==> config.mk <==
export PLATFORM = sky130hd
export DESIGN_NAME = allocator_lsu
export DESIGN_NICKNAME = d
export VERILOG_FILES = /design/src/rtl/allocator_lsu.sv
export SDC_FILE = /design/constraint.sdc
export NUM_CORES = 1
export LEC_CHECK = 0
export CAP_MARGIN = 20
export CORE_MARGIN = 10
export CORE_UTILIZATION = 52
export CTS_CLUSTER_DIAMETER = 40
export DETAILED_ROUTE_END_ITERATION = 7
export PLACE_DENSITY = 0.82
export RECOVER_POWER = 100
export SLEW_MARGIN = 10
export SYNTH_ARGS = -nofsm -noshare
export SYNTH_HDL_FRONTEND = slang
export SYNTH_SLANG_ARGS = --single-unit
==> constraint.sdc <==
create_clock -name clk_i -period 27 [get_ports clk_i]
set_clock_uncertainty 0.05 [all_clocks]
set_input_delay 8.1 -clock clk_i [delete_from_list [all_inputs] [get_ports clk_i]]
set_output_delay 8.1 -clock clk_i [all_outputs]
set_load 0.02 [all_outputs]
==> src/rtl/allocator_lsu.sv <==
`default_nettype none
// ============================================================================
//  Module      : allocator_pkg / allocator_lsu
//  Description : Load/store unit below the allocator core. Expands one
//                header-level request (LOCK, UNLOCK, LOAD, INSERT, DELETE)
//                into single-word valid/ready memory transactions and
//                returns one response pulse per request.
//  Revision    : 1.0 - initial release
// ============================================================================

package allocator_pkg;
    localparam int DATA_W = 64;

    typedef logic [2:0] lsu_op_t;

    // Encodings 0, 6 and 7 are undefined and answered without memory traffic
    localparam lsu_op_t LSU_LOCK   = 3'd1;
    localparam lsu_op_t LSU_UNLOCK = 3'd2;
    localparam lsu_op_t LSU_LOAD   = 3'd3;
    localparam lsu_op_t LSU_INSERT = 3'd4;
    localparam lsu_op_t LSU_DELETE = 3'd5;

    typedef struct packed {
        logic [DATA_W-1:0] addr;
        logic [DATA_W-1:0] size;
        logic [DATA_W-1:0] next_addr;
    } header_data_t;

    typedef struct packed {
        header_data_t header_data;
        lsu_op_t      lsu_op;
        logic         val;
    } header_data_req_t;

    typedef struct packed {
        header_data_t header_data;
        logic         val;
    } header_data_rsp_t;
endpackage

module allocator_lsu
    import allocator_pkg::*;
#(
    parameter int                DATA_W     = allocator_pkg::DATA_W,
    parameter int                WORD_BYTES = DATA_W / 8,
    parameter logic [DATA_W-1:0] LOCK_ADDR  = '0
) (
    input  logic               clk_i,
    input  logic               rst_i,
    input  header_data_req_t   req_i,
    output logic               lsu_ready_o,
    output header_data_rsp_t   rsp_o,
    output logic               mem_req_valid_o,
    input  logic               mem_req_ready_i,
    output logic               mem_we_o,
    output logic [DATA_W-1:0]  mem_addr_o,
    output logic [DATA_W-1:0]  mem_wdata_o,
    input  logic               mem_rsp_valid_i,
    input  logic [DATA_W-1:0]  mem_rdata_i
);

    localparam logic [DATA_W-1:0] c_word_off = DATA_W'(WORD_BYTES);
    localparam logic [DATA_W-1:0] c_one      = DATA_W'(1);

    typedef enum logic [1:0] {
        S_IDLE     = 2'd0,
        S_MEM_REQ  = 2'd1,
        S_MEM_WAIT = 2'd2,
        S_RESP     = 2'd3
    } state_t;

    state_t            r_state;
    logic              r_beat;
    lsu_op_t           r_op;
    header_data_t      r_hdr;
    logic              r_ready;
    logic              r_mem_valid;
    logic              r_mem_we;
    logic [DATA_W-1:0] r_mem_addr;
    logic [DATA_W-1:0] r_mem_wdata;
    logic              r_rsp_val;
    header_data_t      r_rsp_hdr;

    lsu_op_t           w_op_sel;
    header_data_t      w_hdr_sel;
    logic              w_beat_sel;
    logic              w_op_valid;
    logic              w_last;
    logic              w_we;
    logic [DATA_W-1:0] w_addr;
    logic [DATA_W-1:0] w_wdata;

    // Describe the beat about to be issued: beat 0 of the incoming request
    // while idle, otherwise the beat following the current one. w_last is
    // the index of the final beat of the selected operation.
    always_comb begin
        w_op_sel   = (r_state == S_IDLE) ? req_i.lsu_op      : r_op;
        w_hdr_sel  = (r_state == S_IDLE) ? req_i.header_data : r_hdr;
        w_beat_sel = (r_state == S_IDLE) ? 1'b0 : (r_beat + 1'b1);
        w_op_valid = 1'b1;
        w_last     = 1'b0;
        w_we       = 1'b0;
        w_addr     = '0;
        w_wdata    = '0;
        case (w_op_sel)
            LSU_LOAD: begin
                w_last = 1'b1;
                w_addr = w_beat_sel ? (w_hdr_sel.addr + c_word_off) : w_hdr_sel.addr;
            end
            LSU_INSERT: begin
                w_last  = 1'b1;
                w_we    = 1'b1;
                w_addr  = w_beat_sel ? (w_hdr_sel.addr + c_word_off) : w_hdr_sel.addr;
                w_wdata = w_beat_sel ? w_hdr_sel.next_addr : w_hdr_sel.size;
            end
            LSU_DELETE: begin
                w_we    = 1'b1;
                w_addr  = w_hdr_sel.addr + c_word_off;
                w_wdata = w_hdr_sel.next_addr;
            end
            LSU_LOCK: begin
                // Beat 0 polls the lock word, beat 1 claims it
                w_last  = 1'b1;
                w_we    = w_beat_sel;
                w_addr  = LOCK_ADDR;
                w_wdata = w_beat_sel ? c_one : '0;
            end
            LSU_UNLOCK: begin
                w_we    = 1'b1;
                w_addr  = LOCK_ADDR;
                w_wdata = '0;
            end
            default: w_op_valid = 1'b0;
        endcase
    end

    // Request sequencing FSM; every output is registered here
    always_ff @(posedge clk_i or posedge rst_i) begin
        if (rst_i) begin
            r_state     <= S_IDLE;
            r_beat      <= 1'b0;
            r_op        <= '0;
            r_hdr       <= '0;
            r_ready     <= 1'b0;
            r_mem_valid <= 1'b0;
            r_mem_we    <= 1'b0;
            r_mem_addr  <= '0;
            r_mem_wdata <= '0;
            r_rsp_val   <= 1'b0;
            r_rsp_hdr   <= '0;
        end else begin
            r_rsp_val <= 1'b0;
            case (r_state)
                S_IDLE: begin
                    r_ready <= 1'b1;
                    if (req_i.val && r_ready) begin
                        r_ready <= 1'b0;
                        r_op    <= req_i.lsu_op;
                        r_hdr   <= req_i.header_data;
                        r_beat  <= 1'b0;
                        if (w_op_valid) begin
                            r_state     <= S_MEM_REQ;
                            r_mem_valid <= 1'b1;
                            r_mem_we    <= w_we;
                            r_mem_addr  <= w_addr;
                            r_mem_wdata <= w_wdata;
                        end else begin
                            r_state   <= S_RESP;
                            r_rsp_val <= 1'b1;
                            r_rsp_hdr <= '0;
                        end
                    end
                end
                S_MEM_REQ: begin
                    if (mem_req_ready_i) begin
                        r_mem_valid <= 1'b0;
                        r_state     <= S_MEM_WAIT;
                    end
                end
                S_MEM_WAIT: begin
                    if (mem_rsp_valid_i) begin
                        if (r_op == LSU_LOAD && !r_beat) begin
                            r_hdr.size <= mem_rdata_i;
                        end
                        if (r_op == LSU_LOCK && !r_beat && (mem_rdata_i != '0)) begin
                            // Lock held elsewhere: repeat the same read
                            r_state     <= S_MEM_REQ;
                            r_mem_valid <= 1'b1;
                        end else if (!r_beat && w_last) begin
                            r_beat      <= 1'b1;
                            r_state     <= S_MEM_REQ;
                            r_mem_valid <= 1'b1;
                            r_mem_we    <= w_we;
                            r_mem_addr  <= w_addr;
                            r_mem_wdata <= w_wdata;
                        end else begin
                            r_state   <= S_RESP;
                            r_rsp_val <= 1'b1;
                            case (r_op)
                                LSU_LOAD: begin
                                    r_rsp_hdr.addr      <= r_hdr.addr;
                                    r_rsp_hdr.size      <= r_hdr.size;
                                    r_rsp_hdr.next_addr <= mem_rdata_i;
                                end
                                LSU_INSERT, LSU_DELETE: r_rsp_hdr <= r_hdr;
                                default:                r_rsp_hdr <= '0;
                            endcase
                        end
                    end
                end
                S_RESP: begin
                    r_state <= S_IDLE;
                    r_ready <= 1'b1;
                end
                default: r_state <= S_IDLE;
            endcase
        end
    end

    assign lsu_ready_o       = r_ready;
    assign rsp_o.header_data = r_rsp_hdr;
    assign rsp_o.val         = r_rsp_val;
    assign mem_req_valid_o   = r_mem_valid;
    assign mem_we_o          = r_mem_we;
    assign mem_addr_o        = r_mem_addr;
    assign mem_wdata_o       = r_mem_wdata;

endmodule

`default_nettype wire

==> run_summary.xml <==
<?xml version="1.0" encoding="UTF-8"?>
<metrics>
  <group name="run_status">
    <metric name="outcome" unit="">complete, but fails checks</metric>
    <metric name="violations" unit="">design-rule violations, max-capacitance violations, max-slew violations</metric>
  </group>
  <group name="final_layout">
    <metric name="num-nets-final" unit="">3119</metric>
    <metric name="nFillCells" unit="">3676</metric>
    <metric name="post_layout_nonfiller_instances" unit="">3617</metric>
    <metric name="layout_common_cells" unit="">dfrtp_1 (521), dlygate4sd3_1 (327), clkdlybuf4s50_1 (259)</metric>
    <metric name="finish.utilization" unit="">0.691</metric>
    <metric name="final_design_area_no_fill" unit="sq um">35400</metric>
    <metric name="layout_commonest_cell" unit="">dfrtp_1</metric>
    <metric name="drive_gt1_frac" unit="">0.135</metric>
    <metric name="syn2layout_area_growth" unit="%">32.1</metric>
  </group>
  <group name="yosys">
    <metric name="async_flop_share" unit="">1.00</metric>
    <metric name="synth_warnings" unit="">0</metric>
    <metric name="synth_cells" unit="">2357</metric>
    <metric name="most_common_flop_cell_mapped_by_yosys" unit="">dfrtp_1</metric>
    <metric name="postSynthAreaPerCell" unit="sq um">11.4</metric>
    <metric name="postSynthRegisterBits" unit="">522</metric>
    <metric name="post_synth_main_area_contributors" unit="">dfrtp_1 (49%), mux2_2 (7.7%), mux2i_1 (4.8%), a22o_1 (4.2%), a211oi_1 (3.7%)</metric>
    <metric name="synthDominantCellAreaShare" unit="">0.487</metric>
    <metric name="mappedNetlistArea" unit="sq um">26800</metric>
    <metric name="ys_seq_area_frac" unit="">0.487</metric>
    <metric name="yosysTopAreaCell" unit="">dfrtp_1</metric>
    <metric name="syn_nets" unit="">2627</metric>
    <metric name="synth_enable_flop_cells" unit="">0</metric>
    <metric name="synth_cell_type_count" unit="">78</metric>
  </group>
  <group name="placed_design">
    <metric name="place.gp.congestion" unit="">0.966</metric>
    <metric name="placedInstanceArea" unit="sq um">32800</metric>
    <metric name="place_worst_setup_slack" unit="ns">13.84</metric>
    <metric name="dpl.cell_count" unit="">3445</metric>
    <metric name="buffer_ports.inserted" unit="">587</metric>
    <metric name="dp_hpwl" unit="mm">70.5</metric>
  </group>
  <group name="global_route">
    <metric name="gr-usage-all-layers" unit="">0.336</metric>
    <metric name="grt_pass1_wl" unit="mm">158</metric>
    <metric name="number_of_global_route_vias_before_repair" unit="">24500</metric>
    <metric name="antenna_found_initial" unit="">20</metric>
    <metric name="globalRoute.totalOverflow" unit="">0</metric>
    <metric name="grt_max_degree" unit="">131</metric>
  </group>
  <group name="cts">
    <metric name="cts.clk_slew.worst_paths" unit="ns">0.06</metric>
    <metric name="cts_tree" unit="">done</metric>
    <metric name="post_cts_resize_count" unit="">0</metric>
    <metric name="hold_buffers" unit="">0</metric>
    <metric name="h-tree-depth" unit="">3</metric>
    <metric name="clock_sink_count" unit="">522</metric>
    <metric name="cts_root_buf" unit="">clkbuf_16</metric>
    <metric name="clock_tree.buffer_depth" unit="">3</metric>
    <metric name="clk_latency" unit="ns">0.61</metric>
    <metric name="cts-buffers-inserted" unit="">80</metric>
    <metric name="cts_setup_buffers" unit="">0</metric>
  </group>
  <group name="sta">
    <metric name="report.final.hold_viol_count" unit="">0</metric>
    <metric name="period_minus_slack" unit="ns">17.28</metric>
    <metric name="post-route-worst-setup-slack" unit="ns">9.72</metric>
    <metric name="fmax" unit="MHz">57.9</metric>
    <metric name="grt_setup_unrepaired" unit="">false</metric>
    <metric name="final-max-slew-violation-count" unit="">947</metric>
    <metric name="final_layout_setup_total_negative_slack" unit="ns">0</metric>
    <metric name="hold_slack" unit="ns">0.435</metric>
    <metric name="setup_viol" unit="">0</metric>
    <metric name="post-route-period-util" unit="">0.640</metric>
    <metric name="worst_slew_pin_slew" unit="ns">6.10</metric>
    <metric name="maxSlewHeadroom" unit="">-3.06</metric>
  </group>
  <group name="worst_setup_path">
    <metric name="r2r_setup_slack" unit="ns">15.49</metric>
    <metric name="worst_ep_arrival_time" unit="ns">17.84</metric>
    <metric name="path_common_cell" unit="">clkbuf_1</metric>
    <metric name="worst_path_largest_cell_delay" unit="ns">3.28</metric>
    <metric name="timing.critical_path.fanout_max" unit="">130</metric>
    <metric name="timing.setup.critical_path_class" unit="">input port to asynchronous set/reset pin</metric>
    <metric name="critical_path.cell_chain" unit="">dlygate4sd3_1 &gt; clkinvlp_2 &gt; clkbuf_1 &gt; clkbuf_1 &gt; buf_4</metric>
    <metric name="critical_path.startpoint_type" unit="">input port</metric>
    <metric name="worstPathRequired" unit="ns">27.56</metric>
    <metric name="critical_path.endpoint_type" unit="">asynchronous set/reset pin</metric>
    <metric name="critical_path.slowest_cell" unit="">clkinvlp_2</metric>
  </group>
  <group name="pwr">
    <metric name="post-layout-total-power" unit="mW">4.81</metric>
    <metric name="internal_power" unit="mW">2.70</metric>
    <metric name="p_switching" unit="mW">2.10</metric>
    <metric name="powerDensity" unit="nW/um^2">136</metric>
    <metric name="leakage_dissipation" unit="nW">15.5</metric>
    <metric name="reg_power_frac" unit="">0.282</metric>
    <metric name="power_frac_clock" unit="">0.223</metric>
    <metric name="power.share.switching" unit="">0.437</metric>
    <metric name="combPwrFrac" unit="">0.495</metric>
    <metric name="max-vdd-ir-drop" unit="uV">112</metric>
  </group>
  <group name="run">
    <metric name="maxCapViolCount" unit="">15</metric>
  </group>
  <group name="floorplanning">
    <metric name="die_area" unit="sq um">61000</metric>
    <metric name="starting_density_of_the_core" unit="">0.523</metric>
    <metric name="core.rowCount" unit="">83</metric>
    <metric name="die-height" unit="um">247</metric>
    <metric name="fp.coreArea" unit="sq um">51200</metric>
    <metric name="dieWidth" unit="um">247</metric>
    <metric name="top_level_ports" unit="">588</metric>
  </group>
  <group name="route">
    <metric name="number_of_iterations_in_the_first_detailed_routing_pass" unit="">8</metric>
    <metric name="drt_iter0_drc" unit="">3505</metric>
    <metric name="vias" unit="">25000</metric>
    <metric name="post-route-drc-count" unit="">1</metric>
    <metric name="routed_wl" unit="mm">108</metric>
    <metric name="drt-wirelength-per-cell" unit="um">29.7</metric>
    <metric name="detail_route.vias_per_cell" unit="">6.91</metric>
    <metric name="detail-route-antenna-nets" unit="">0</metric>
  </group>
  <group name="hold_path">
    <metric name="holdCritPathClass" unit="">flop to flop</metric>
  </group>
</metrics>
worst max-delay path: cells and delay by family:
family	cells	cell delay, ns
buf+inv	5	9.60
cell usage after synthesis, types with 7 or more instances:
library cell	instances
nand4b_1	12
mux2_4	60
a22o_1	130
nor2_1	39
buf_12	7
buf_6	11
clkbuf_1	128
a2bb2oi_1	64
a31oi_1	33
nand3b_1	30
mux2i_1	128
a22oi_1	76
buf_2	46
a21oi_1	32
buf_4	11
a211oi_1	132
or3_1	8
nand4_1	32
nand3_1	58
o21ai_0	94
and2_1	17
dfrtp_1	522
a221oi_1	65
a41oi_1	8
mux2_2	184
nand2_1	142
nor4_1	22
buf_1	11
o22ai_1	11
inv_1	10
nor3_1	60
a21o_1	10
nand2b_1	8
and3_1	69
final timing paths:
path / startpoint / endpoint / depth (start not counted)
max: rst_i / rsp_o[43]$_DFFE_PP0P_ / 5
min: mem_wdata_o[46]$_DFFE_PP0P_ / mem_wdata_o[46]$_DFFE_PP0P_ / 1
max reg2reg: r_state[0]$_DFFE_PP0P_ / mem_addr_o[36]$_DFFE_PP0P_ / 12
min reg2reg: mem_wdata_o[46]$_DFFE_PP0P_ / mem_wdata_o[46]$_DFFE_PP0P_ / 1
max in group clk_i: mem_rdata_i[8] / mem_addr_o[36]$_DFFE_PP0P_ / 9
min in group asynchronous: rst_i / rsp_o[179]$_DFFE_PP0P_ / 2
power groups by stage:
| stage | logic (mW) | clock network [mW] | registers (mW) |
|---|---|---|---|
| 2_1_floorplan | 1.42 | 0 | 1.45 |
| 3_3_place_gp | 2.31 | 0 | 1.34 |
| 3_5_place_dp | 2.38 | 0 | 1.35 |
| 4_1_cts | 2.40 | 1.08 | 1.35 |
| 5_1_grt | 2.50 | 1.12 | 1.38 |
| 6_report | 2.38 | 1.07 | 1.35 |
cell families after synthesis:
kind of cell             count (synthesis)  synth area share
flip-flops                             522             0.487
XOR/XNOR                                 1          0.000327
multiplexers                           376             0.161
AO/OA/AOI/OAI                          705             0.201
AND/OR/NAND/NOR                        522             0.105
buffers and inverters                  225            0.0430
adder cells (fa/ha/maj)                  6           0.00280
sequential cells by signal, indices dropped and copies added, names as in the netlist:
register,flops
mem_we_o,1
r_beat,1
lsu_ready_o,1
mem_addr_o,64
r_state,2
r_hdr,192
rsp_o,192
mem_req_valid_o,1
r_rsp_val,1
mem_wdata_o,64
r_op,3
area by class of cell:
cell class              count  area, sq um  share of cell area
inverters                  10         38.8             0.00110
clock inverters            48          617              0.0174
diodes                     21         52.6             0.00148
repair buffers            625         6120               0.173
well taps                 680          851              0.0240
multi-input cells        1610        12500               0.352
flip-flops and latches    522        13100               0.369
clock buffers             101         2180              0.0616
metal layers:
layer,vias to the layer above,share of wire,GRT usage
met5,-,0.00065,0
met4,10,0.065,0.185
met3,427,0.12,0.0941
met2,1954,0.45,0.515
met1,12400,0.36,0.423
li1,10200,-,-
(Power assumes the default switching activity.)
